## config.mk

```make
export PLATFORM = sky130hd
export DESIGN_NAME = mem_access_unit_flat
export DESIGN_NICKNAME = d
export VERILOG_FILES = /design/src/rtl/mem_access_unit_pkg.sv /design/src/rtl/mem_access_unit_if.sv /design/src/rtl/mem_access_unit_lsu_lane_align.sv /design/src/rtl/mem_access_unit.sv /design/src/flat_wrapper.sv
export SDC_FILE = /design/constraint.sdc
export NUM_CORES = 1
export LEC_CHECK = 0
export ABC_AREA = 1
export ABC_CLOCK_PERIOD_IN_PS = 1700
export CAP_MARGIN = 20
export CORE_MARGIN = 2
export CORE_UTILIZATION = 38
export CTS_CLUSTER_SIZE = 30
export DETAILED_ROUTE_END_ITERATION = 12
export GPL_TIMING_DRIVEN = 0
export PLACE_DENSITY_LB_ADDON = 0.25
export SETUP_SLACK_MARGIN = 0.02
export SLEW_MARGIN = 20
export SYNTH_ARGS = -nofsm -noshare
export SYNTH_HDL_FRONTEND = slang
export SYNTH_HIERARCHICAL = 1
export SYNTH_SLANG_ARGS = --single-unit
```

## constraint.sdc

```tcl
create_clock -name clk -period 1.7 [get_ports clk]
set_clock_uncertainty 0.05 [all_clocks]
set_input_delay 0.34 -clock clk [delete_from_list [all_inputs] [get_ports clk]]
set_output_delay 0.34 -clock clk [all_outputs]
set_load 0.01 [all_outputs]
```

## src/rtl/mem_access_unit_pkg.sv

```systemverilog
// Shared definitions for the MEM-stage load/store unit.
// Contents: MIPS load/store opcodes, the FSM state encoding (2 bits), exception
// codes, the default reset PC, and helpers that decode an opcode into a memory
// operation descriptor and check its alignment.
package mem_access_unit_pkg;

    localparam logic [5:0] OP_LB  = 6'h20;
    localparam logic [5:0] OP_LH  = 6'h21;
    localparam logic [5:0] OP_LW  = 6'h23;
    localparam logic [5:0] OP_LBU = 6'h24;
    localparam logic [5:0] OP_LHU = 6'h25;
    localparam logic [5:0] OP_SB  = 6'h28;
    localparam logic [5:0] OP_SH  = 6'h29;
    localparam logic [5:0] OP_SW  = 6'h2B;

    localparam logic [31:0] RESET_PC_DEFAULT = 32'h0000_3000;

    typedef enum logic [1:0] {
        ST_IDLE = 2'b00,
        ST_WAIT = 2'b01,
        ST_DONE = 2'b10
    } state_t;

    localparam logic [1:0] EXC_NONE     = 2'b00;
    localparam logic [1:0] EXC_MISALIGN = 2'b01;
    localparam logic [1:0] EXC_TIMEOUT  = 2'b10;

    typedef enum logic [1:0] {
        SZ_BYTE = 2'b00,
        SZ_HALF = 2'b01,
        SZ_WORD = 2'b10
    } mem_size_t;

    typedef struct packed {
        logic      is_load;
        logic      is_store;
        mem_size_t size;
        logic      sign_ext;
    } mem_op_t;

    function automatic mem_op_t decode_mem_op(input logic [5:0] opcode);
        mem_op_t d;
        d.is_load  = 1'b0;
        d.is_store = 1'b0;
        d.size     = SZ_WORD;
        d.sign_ext = 1'b0;
        case (opcode)
            OP_LW:  begin d.is_load = 1'b1;  d.size = SZ_WORD; end
            OP_LH:  begin d.is_load = 1'b1;  d.size = SZ_HALF; d.sign_ext = 1'b1; end
            OP_LHU: begin d.is_load = 1'b1;  d.size = SZ_HALF; end
            OP_LB:  begin d.is_load = 1'b1;  d.size = SZ_BYTE; d.sign_ext = 1'b1; end
            OP_LBU: begin d.is_load = 1'b1;  d.size = SZ_BYTE; end
            OP_SW:  begin d.is_store = 1'b1; d.size = SZ_WORD; end
            OP_SH:  begin d.is_store = 1'b1; d.size = SZ_HALF; end
            OP_SB:  begin d.is_store = 1'b1; d.size = SZ_BYTE; end
            default: ;
        endcase
        return d;
    endfunction

    // Word accesses need a[1:0]==0, halfword accesses need a[0]==0.
    function automatic logic is_misaligned(input mem_op_t op, input logic [1:0] a);
        logic m;
        m = 1'b0;
        if (op.is_load || op.is_store) begin
            case (op.size)
                SZ_WORD: m = (a != 2'b00);
                SZ_HALF: m = a[0];
                default: m = 1'b0;
            endcase
        end
        return m;
    endfunction

endpackage

```

## src/rtl/mem_access_unit_if.sv

```systemverilog
// Data bus between the load/store unit (master) and memory (slave).
// req/we/addr/be/wdata: request side, held stable until ack.
// ack/rdata: memory completes the access; rdata valid with ack.
interface mem_access_unit_if;
    logic        req;
    logic        we;
    logic [31:0] addr;
    logic [3:0]  be;
    logic [31:0] wdata;
    logic        ack;
    logic [31:0] rdata;

    modport master (output req, we, addr, be, wdata, input ack, rdata);
    modport slave  (input req, we, addr, be, wdata, output ack, rdata);
endinterface

```

## src/rtl/mem_access_unit_lsu_lane_align.sv

```systemverilog
// lsu_lane_align: combinational byte-lane steering for the load/store unit.
// Inputs : op (decoded memory op), byte_off (addr[1:0]), store_data, load_word.
// Outputs: be (byte enables), wdata (lane-replicated store data),
//          load_data (selected and sign/zero-extended load result).
// Little-endian: byte 0 lives in bits [7:0].
module lsu_lane_align
    import mem_access_unit_pkg::*;
(
    input  mem_op_t     op,
    input  logic [1:0]  byte_off,
    input  logic [31:0] store_data,
    input  logic [31:0] load_word,
    output logic [3:0]  be,
    output logic [31:0] wdata,
    output logic [31:0] load_data
);

    logic [7:0] lane_bytes [4];

    genvar gi;
    generate
        for (gi = 0; gi < 4; gi++) begin : g_lanes
            assign lane_bytes[gi] = load_word[8*gi +: 8];
        end
    endgenerate

    logic [7:0]  sel_byte;
    logic [15:0] sel_half;

    always_comb begin
        be        = 4'b1111;
        wdata     = store_data;
        load_data = load_word;
        sel_byte  = lane_bytes[byte_off];
        sel_half  = byte_off[1] ? load_word[31:16] : load_word[15:0];
        case (op.size)
            SZ_BYTE: begin
                be        = 4'b0001 << byte_off;
                wdata     = {4{store_data[7:0]}};
                load_data = {{24{op.sign_ext & sel_byte[7]}}, sel_byte};
            end
            SZ_HALF: begin
                be        = byte_off[1] ? 4'b1100 : 4'b0011;
                wdata     = {2{store_data[15:0]}};
                load_data = {{16{op.sign_ext & sel_half[15]}}, sel_half};
            end
            default: ;
        endcase
    end

endmodule

```

## src/rtl/mem_access_unit.sv

```systemverilog
// mem_access_unit: MEM-stage load/store unit.
// Consumes the EX/MEM register outputs, runs loads/stores over a req/ack bus,
// stalls the pipeline while an access is outstanding and registers results
// towards WB.
// Ports:
//   clk, reset (asynchronous, active-low)
//   instr_M, ALUout_M, WriteData_M, PC_M, WRegAdd_M : MEM-stage inputs
//   bus (master modport)                             : data bus
//   stall_M                                          : pipeline freeze
//   instr_W, ALUout_W, PC_W, RData_W, WRegAdd_W, exc_W : MEM/WB registers
module mem_access_unit
    import mem_access_unit_pkg::*;
#(
    parameter logic [31:0] RESET_PC = RESET_PC_DEFAULT,
    parameter int          TIMEOUT  = 255
) (
    input  logic               clk,
    input  logic               reset,
    input  logic [31:0]        instr_M,
    input  logic [31:0]        ALUout_M,
    input  logic [31:0]        WriteData_M,
    input  logic [31:0]        PC_M,
    input  logic [4:0]         WRegAdd_M,
    mem_access_unit_if.master  bus,
    output logic               stall_M,
    output logic [31:0]        instr_W,
    output logic [31:0]        ALUout_W,
    output logic [31:0]        PC_W,
    output logic [31:0]        RData_W,
    output logic [4:0]         WRegAdd_W,
    output logic [1:0]         exc_W
);

    // Counter value on the last WAIT cycle before the access is abandoned.
    localparam logic [7:0] TO_LAST = 8'(TIMEOUT - 1);

    mem_op_t op;
    logic    is_mem;
    logic    misaligned;
    logic    aligned_mem;

    assign op          = decode_mem_op(instr_M[31:26]);
    assign is_mem      = op.is_load | op.is_store;
    assign misaligned  = is_mem & is_misaligned(op, ALUout_M[1:0]);
    assign aligned_mem = is_mem & ~misaligned;

    state_t      state_reg, state_next;
    logic [7:0]  count_reg, count_next;
    logic [31:0] hold_reg, hold_next;
    logic        tout_reg, tout_next;
    logic        req_raw;

    logic [3:0]  lane_be;
    logic [31:0] lane_wdata;
    logic [31:0] load_data;

    lsu_lane_align u_lane_align (
        .op         (op),
        .byte_off   (ALUout_M[1:0]),
        .store_data (WriteData_M),
        .load_word  (hold_reg),
        .be         (lane_be),
        .wdata      (lane_wdata),
        .load_data  (load_data)
    );

    always_ff @(posedge clk or negedge reset) begin
        if (!reset) begin
            state_reg <= ST_IDLE;
            count_reg <= '0;
            hold_reg  <= '0;
            tout_reg  <= 1'b0;
        end else begin
            state_reg <= state_next;
            count_reg <= count_next;
            hold_reg  <= hold_next;
            tout_reg  <= tout_next;
        end
    end

    always_comb begin
        state_next = state_reg;
        count_next = count_reg;
        hold_next  = hold_reg;
        tout_next  = tout_reg;
        req_raw    = 1'b0;
        case (state_reg)
            ST_IDLE: begin
                if (aligned_mem) begin
                    req_raw    = 1'b1;
                    count_next = '0;
                    tout_next  = 1'b0;
                    if (bus.ack) begin
                        hold_next  = bus.rdata;
                        state_next = ST_DONE;
                    end else begin
                        state_next = ST_WAIT;
                    end
                end
            end
            ST_WAIT: begin
                req_raw = 1'b1;
                if (bus.ack) begin
                    hold_next  = bus.rdata;
                    tout_next  = 1'b0;
                    state_next = ST_DONE;
                end else if (count_reg == TO_LAST) begin
                    hold_next  = '0;
                    tout_next  = 1'b1;
                    state_next = ST_DONE;
                end else begin
                    count_next = count_reg + 8'd1;
                end
            end
            ST_DONE: state_next = ST_IDLE;
            default: state_next = ST_IDLE;
        endcase
    end

    // The request is gated by reset so it drops the moment reset asserts,
    // even while instr_M still holds a memory op.
    assign bus.req   = reset & req_raw;
    assign bus.we    = op.is_store;
    assign bus.addr  = {ALUout_M[31:2], 2'b00};
    assign bus.be    = lane_be;
    assign bus.wdata = lane_wdata;

    assign stall_M = aligned_mem & (state_reg != ST_DONE);

    // An aligned memory op only reaches WB in DONE, so tout_reg is fresh there.
    logic [1:0]  exc_next;
    logic [4:0]  wreg_next;
    logic [31:0] rdata_next;

    always_comb begin
        exc_next   = EXC_NONE;
        wreg_next  = WRegAdd_M;
        rdata_next = op.is_load ? load_data : 32'h0;
        if (misaligned) begin
            exc_next   = EXC_MISALIGN;
            wreg_next  = '0;
            rdata_next = '0;
        end else if (aligned_mem && tout_reg) begin
            exc_next   = EXC_TIMEOUT;
            wreg_next  = '0;
            rdata_next = '0;
        end
    end

    always_ff @(posedge clk or negedge reset) begin
        if (!reset) begin
            instr_W   <= '0;
            ALUout_W  <= '0;
            PC_W      <= RESET_PC;
            RData_W   <= '0;
            WRegAdd_W <= '0;
            exc_W     <= EXC_NONE;
        end else if (stall_M) begin
            // Bubble into WB; data registers hold.
            instr_W   <= '0;
            WRegAdd_W <= '0;
            exc_W     <= EXC_NONE;
        end else begin
            instr_W   <= instr_M;
            ALUout_W  <= ALUout_M;
            PC_W      <= PC_M;
            RData_W   <= rdata_next;
            WRegAdd_W <= wreg_next;
            exc_W     <= exc_next;
        end
    end

endmodule
```

## src/flat_wrapper.sv

```systemverilog
// flat-port wrapper written by rule: the top's interface ports become plain ports
module mem_access_unit_flat import mem_access_unit_pkg::*;
#(
    parameter logic [31:0] RESET_PC = RESET_PC_DEFAULT,
    parameter int          TIMEOUT  = 255
)
  (clk, reset, instr_M, ALUout_M, WriteData_M, PC_M, WRegAdd_M, stall_M, instr_W, ALUout_W, PC_W, RData_W, WRegAdd_W, exc_W, bus_req, bus_we, bus_addr, bus_be, bus_wdata, bus_ack, bus_rdata);
  mem_access_unit_if bus_i ();
  input  logic clk;
  input  logic reset;
  input  logic [31:0] instr_M;
  input  logic [31:0] ALUout_M;
  input  logic [31:0] WriteData_M;
  input  logic [31:0] PC_M;
  input  logic [4:0] WRegAdd_M;
  output logic stall_M;
  output logic [31:0] instr_W;
  output logic [31:0] ALUout_W;
  output logic [31:0] PC_W;
  output logic [31:0] RData_W;
  output logic [4:0] WRegAdd_W;
  output logic [1:0] exc_W;
  output wire logic [$bits(bus_i.req)-1:0] bus_req;
  output wire logic [$bits(bus_i.we)-1:0] bus_we;
  output wire logic [$bits(bus_i.addr)-1:0] bus_addr;
  output wire logic [$bits(bus_i.be)-1:0] bus_be;
  output wire logic [$bits(bus_i.wdata)-1:0] bus_wdata;
  input wire logic [$bits(bus_i.ack)-1:0] bus_ack;
  input wire logic [$bits(bus_i.rdata)-1:0] bus_rdata;
  assign bus_req = bus_i.req;
  assign bus_we = bus_i.we;
  assign bus_addr = bus_i.addr;
  assign bus_be = bus_i.be;
  assign bus_wdata = bus_i.wdata;
  assign bus_i.ack = bus_ack;
  assign bus_i.rdata = bus_rdata;
  mem_access_unit #(.RESET_PC(RESET_PC), .TIMEOUT(TIMEOUT)) u_core (.clk(clk), .reset(reset), .instr_M(instr_M), .ALUout_M(ALUout_M), .WriteData_M(WriteData_M), .PC_M(PC_M), .WRegAdd_M(WRegAdd_M), .bus(bus_i), .stall_M(stall_M), .instr_W(instr_W), .ALUout_W(ALUout_W), .PC_W(PC_W), .RData_W(RData_W), .WRegAdd_W(WRegAdd_W), .exc_W(exc_W));
endmodule
```

# Word-level counts from Yosys, hierarchy flattened
# Index checks and enable logic that the tools add are counted.
word_totals:
  out_inout_bits: 206
  regBits: 178
classes:
  addsub: 1
  shift: 1
  eq_ne: 18
  n_bitwise: 9
  n_lt_le_gt_ge: 1
  mux: 44
  n_reduce_logical: 15
op_table:
  columns: ["op", "n"]
  rows:
  - ["$mux W32", 8]
  - ["$pmux W32 S2", 3]
  - ["$eq A6 B6 Y1 const B", 8]
  - ["$mux W8", 5]
  - ["$bmux W8 S2", 1]
  - ["$mux W16", 1]
  - ["$pmux W8 S2", 1]
  - ["$mux W5", 3]
  - ["$mux W2", 7]
  - ["$reduce_or A3 Y1", 3]
  - ["$add A8 B1 Y8 const B", 1]
  - ["$eq A8 B8 Y1 const B", 1]
  - ["$mux W1", 8]
  - ["$ne A2 B2 Y1 const B", 4]
  - ["$pmux W2 S2", 2]
  - ["$pmux W4 S2", 1]
  - ["$reduce_and A4 Y1", 2]
  - ["$and A1 B1 Y1", 6]
  - ["$pmux W1 S2", 3]
  - ["$reduce_or A5 Y1", 1]
  - ["$eq A2 B1 Y1 const B", 2]
  - ["$logic_not A2 Y1", 2]
  - ["$mux W4", 1]
  - ["$reduce_bool A2 Y1", 2]
  - ["other kinds (13)", 13]

# Depth between registers and ports, before layout
depth:
  word_depth: 13
  ltp_mapped: 14

# Hierarchy
# Netlist, hierarchy kept.
modules_own_cells:
  columns: ["module", "area_per_inst_um2", "instances", "seq_area_each_um2", "cells_each"]
  rows:
  - ["mem_access_unit", 7325.8, 1, 4456.8, 814]
  - ["lsu_lane_align", 1111.1, 1, 0.0, 234]

# Worst setup path after synthesis
# OpenSTA, ideal clock, no wires.
synth_path:
  kind: "input -> output"
  start: "in instr_M[31]"
  end: "out bus_wdata[15]"
  setup_slack_ns: -0.227
  stages: 8
  arrival_ns: 1.537
  cell_sequence: "inv_1 > nor2_4 > nand3_1 > nor2_1 > nor2_4 > buf_6 > buf_4 > o21ai_0"
synth_lines:
  columns: ["element", "line_no", "text"]
  rows:
  - ["start, declared", "flat_wrapper.sv:11", "input logic [31:0] instr_M;"]
  - ["end, declared", "flat_wrapper.sv:27", "output wire logic [$bits(bus_i.wdata)-1:0] bus_wdata;"]

==> results.yml <==
setup_path:
  cp_data_required_time_ns: 1.31
  cp-start-kind: "input port"
  crit_path_cell_trace: "buf_8 > nor2_4 > nand3_4 > buf_12 > nor2_4 > clkinvlp_4 > buf_6 > nand2_8 > o21ai_4 > buf_6"
  slowest_delay_ns: 0.15
  critPathSlowestCell: "buf_12"
  crit_type: "input port to primary output"
  critPathMaxFanout: 5
  cp.arrival_ns: 1.58
  crit_path_end_kind: "primary output"
floorplan:
  num_rows: 54
  dieArea_mm2: 0.02341
  die_w_um: 153.0
  dieHeight_um: 153.0
  ios: 374
  core_mm2: 0.02182
  initial_utilization_pct: 38.66
sta:
  setup_ws_ns: -0.2700
  hold_viol_final: 80
  hold_ws_ns: -0.1482
  final.min_clock_period_ns: 1.970
  rsz0062_at_grt: "yes"
  tightest_slew_ns: 0.6480
  max_freq_mhz: 507.6
  tns_ns: -7.107
  finalSetupViolations: 61
  fin_crit_sh_pct: 115.9
  drv_slew: 0
  slew_headroom_pct: 56.80
clock_network:
  numCtsBuffers: 17
  clk_latency_ns: 0.43
  cts.clk_slew.worst_paths_ns: 0.06
  htree_levels: 4
  cts.path.max_buffers: 2
  clock_sinks: 178
  tritoncts: "built"
  root_buffer: "clkbuf_16"
yosys:
  synthDominantCellAreaShare_pct: 52.20
  ys_seq_elements: 178
  synth_adder_area_share_pct: 0.2966
  synth_top_family_by_area: "simple AND/OR/NAND/NOR gates"
  muxShareOfSynthArea_pct: 0
  synth_area_mm2: 0.008437
  synth_compound_area_share_pct: 3.886
  synth_cell_types: 36
  yosysWarnings: 6
  yosys.area_share.simple_pct: 31.87
  ys_top_cells_by_area: "dfrtp_1, nand2_1, nand3_1, buf_4, inv_1"
  syn_avg_cell_area_um2: 8.050
  synth_seq_area_share_pct: 52.83
  synth_xor_area_share_pct: 0.4152
  syn_inst: 1048
  yosys.area.top_type: "dfrtp_1"
detailed_routing:
  antenna_left: 0
  wire_per_inst_um: 16.55
  via_per_inst: 4.691
  via_count: 8331
  drtPass1Iterations: 5
  drt_wl_total_um: 29400
  dr.first_iter.drc_count: 573
  post-route-drc-count: 0
cells_and_area:
  finish.instance_area_mm2: 0.01385
  drive_above_1_share_pct: 21.59
  area_growth_syn_to_layout_pct: 64.16
  diodes: 0
  postLayoutCoreUtil_pct: 63.46
  nNetsFinal: 1653
  finalNonFillerCells: 1776
global_route:
  grt_pass1_vias: 7852
  overflow: 0
  grt_max_degree: 99
  antenna_found_initial: 0
  gr-usage-all-layers_pct: 24.30
  grt_pass1_wl_um: 44560
place:
  post_dp_cell_area_mm2: 0.01256
  dp_hpwl_um: 21570
  port_buffers: 371
  gp_congestion: 0.8635
  placedCellCount: 1701
outcome:
  violations: "negative hold slack, negative setup slack"
  status: "finished, violations left"
power_and_ir_drop:
  p_leak_nw: 7.524
  cellPowerDensity_mw_per_mm2: 889.6
  ir_drop_v: 0.0006224
job:
  drv_cap: 0
hold_path:
  hp-class: "input port to asynchronous set/reset pin"
[timing repair]
item                                    in CTS  in global routing
resized for setup                          405                108
pin swaps                                   17                 13
endpoints found under the setup margin     375                 97
hold endpoints to repair                    80                 80
gates cloned                                 0                  6
buffers inserted                            21                 18
[power by group]
group          internal [mW]  total, mW  switching (mW)
clock                   2.20       3.96            1.76
sequential              4.79       5.41           0.620
combinational           1.52       2.95            1.43
total                   8.51       12.3            3.81
[through the flow]
step                hold slack, ns  worst slack, ns  power, mW
floorplan                -0.005591          0.01547      6.587
global placement            0.4026           -7.248      8.050
detailed placement          0.3288           -1.336      8.120
CTS                        -0.1325          -0.2443      11.98
global route               -0.1085          -0.3226      12.91
finish                     -0.1482          -0.2700      12.32
[final timing paths]
check / from / endpoint / slack, ns / cells after the start
worst max-delay path: instr_M[30] / bus_be[1] / -0.27 / 10
worst min-delay path: reset / u_core/RData_W[4]$_DFFE_PN0N_ / -0.15 / 1
worst max register to register: u_core/count_reg[0]$_DFFE_PN0P_ / u_core/hold_reg[3]$_DFFE_PN0P_ / -0.15 / 10
worst min register to register: u_core/PC_W[4]$_DFFE_PN0N_ / u_core/PC_W[4]$_DFFE_PN0N_ / 0.42 / 2
max in group asynchronous: reset / u_core/WRegAdd_W[3]$_DFF_PN0_ / 0.84 / 2
min in group clk: instr_M[30] / u_core/instr_W[30]$_DFF_PN0_ / 0.05 / 2
[cell usage after synthesis]
cell type  instances
nor4_1             1
buf_2             26
nand2_2            4
inv_4              1
nor2_2             1
inv_2              3
inv_6              1
ha_1               2
o21ai_2           20
o21ai_0           10
xor2_1             3
xnor2_1            1
o21bai_1           1
nand2_4            2
a21boi_0           1
nor2_1            19
buf_4             41
nand3_2            4
dfstp_2            2
nor2_4             2
dfrtp_1          176
nand4_1            2
o21ai_1           12
or2_2              1
nor3_1             1
conb_1             1
buf_6             15
a21oi_1            4
inv_8              1
nand3_1           98
inv_1             59
clkbuf_1           9
nand3_4            1
o211ai_1           1
nor3b_1            1
nand2_1          521
[worst max-delay path, delay by kind of cell]
family | cells | cell delay (ns)
buf+inv | 5 | 0.68
simple gates | 4 | 0.49
compound gates | 1 | 0.07
[cell families (layout without fill, tap and decap cells)]
family | after synthesis | after routing
AOI/OAI and AO/OA | 49 | 49
xor gates and xnor gates | 4 | 4
adders and majority gates | 2 | 2
buffers and inverters | 156 | 603
DFF | 178 | 178
other | 1 | 2
and+or+nand+nor | 658 | 658
[routing by layer]
layer | up-vias | track usage (%) | wire [µm]
met5 | - | 0 | 0
met4 | 0 | 8.774 | 925
met3 | 55 | 4.310 | 1477
met2 | 308 | 41.08 | 14800
met1 | 3887 | 31.45 | 12190
li1 | 4081 | - | -
[layout by cell type (no fill, tap or decap), types with 3 or more instances in the layout]
cell and count:
clkbuf_4 3, xor2_1 3, clkbuf_1 5, inv_8 3, clkdlybuf4s50_1 157, dfrtp_1 176
clkbuf_16 22, clkbuf_2 3, nand2_2 28, nand3_4 5, buf_2 41, inv_2 3
nand2_1 473, inv_6 5, nand2_4 24, clkdlybuf4s15_1 5, clkinvlp_4 3, inv_4 4
o21ai_0 6, nor2_1 16, inv_1 55, o21ai_2 28, o21ai_1 7, buf_12 5
buf_6 28, buf_4 70, dlygate4sd2_1 171, buf_8 12, nand3_2 13, nor2_4 5
nand3_1 85
[layout make-up]
type | instances | area [µm²]
buffer | 89 | 710.7
clock inverter | 13 | 148.9
timing repair buffer | 417 | 3960
fill | 1905 | 7974
clock buffer | 19 | 432.9
multi-input combinational | 715 | 3517
inverter | 65 | 272.8
tap | 280 | 350.3
sequential | 178 | 4457
Note: power is estimated with default switching activity, not from simulation.
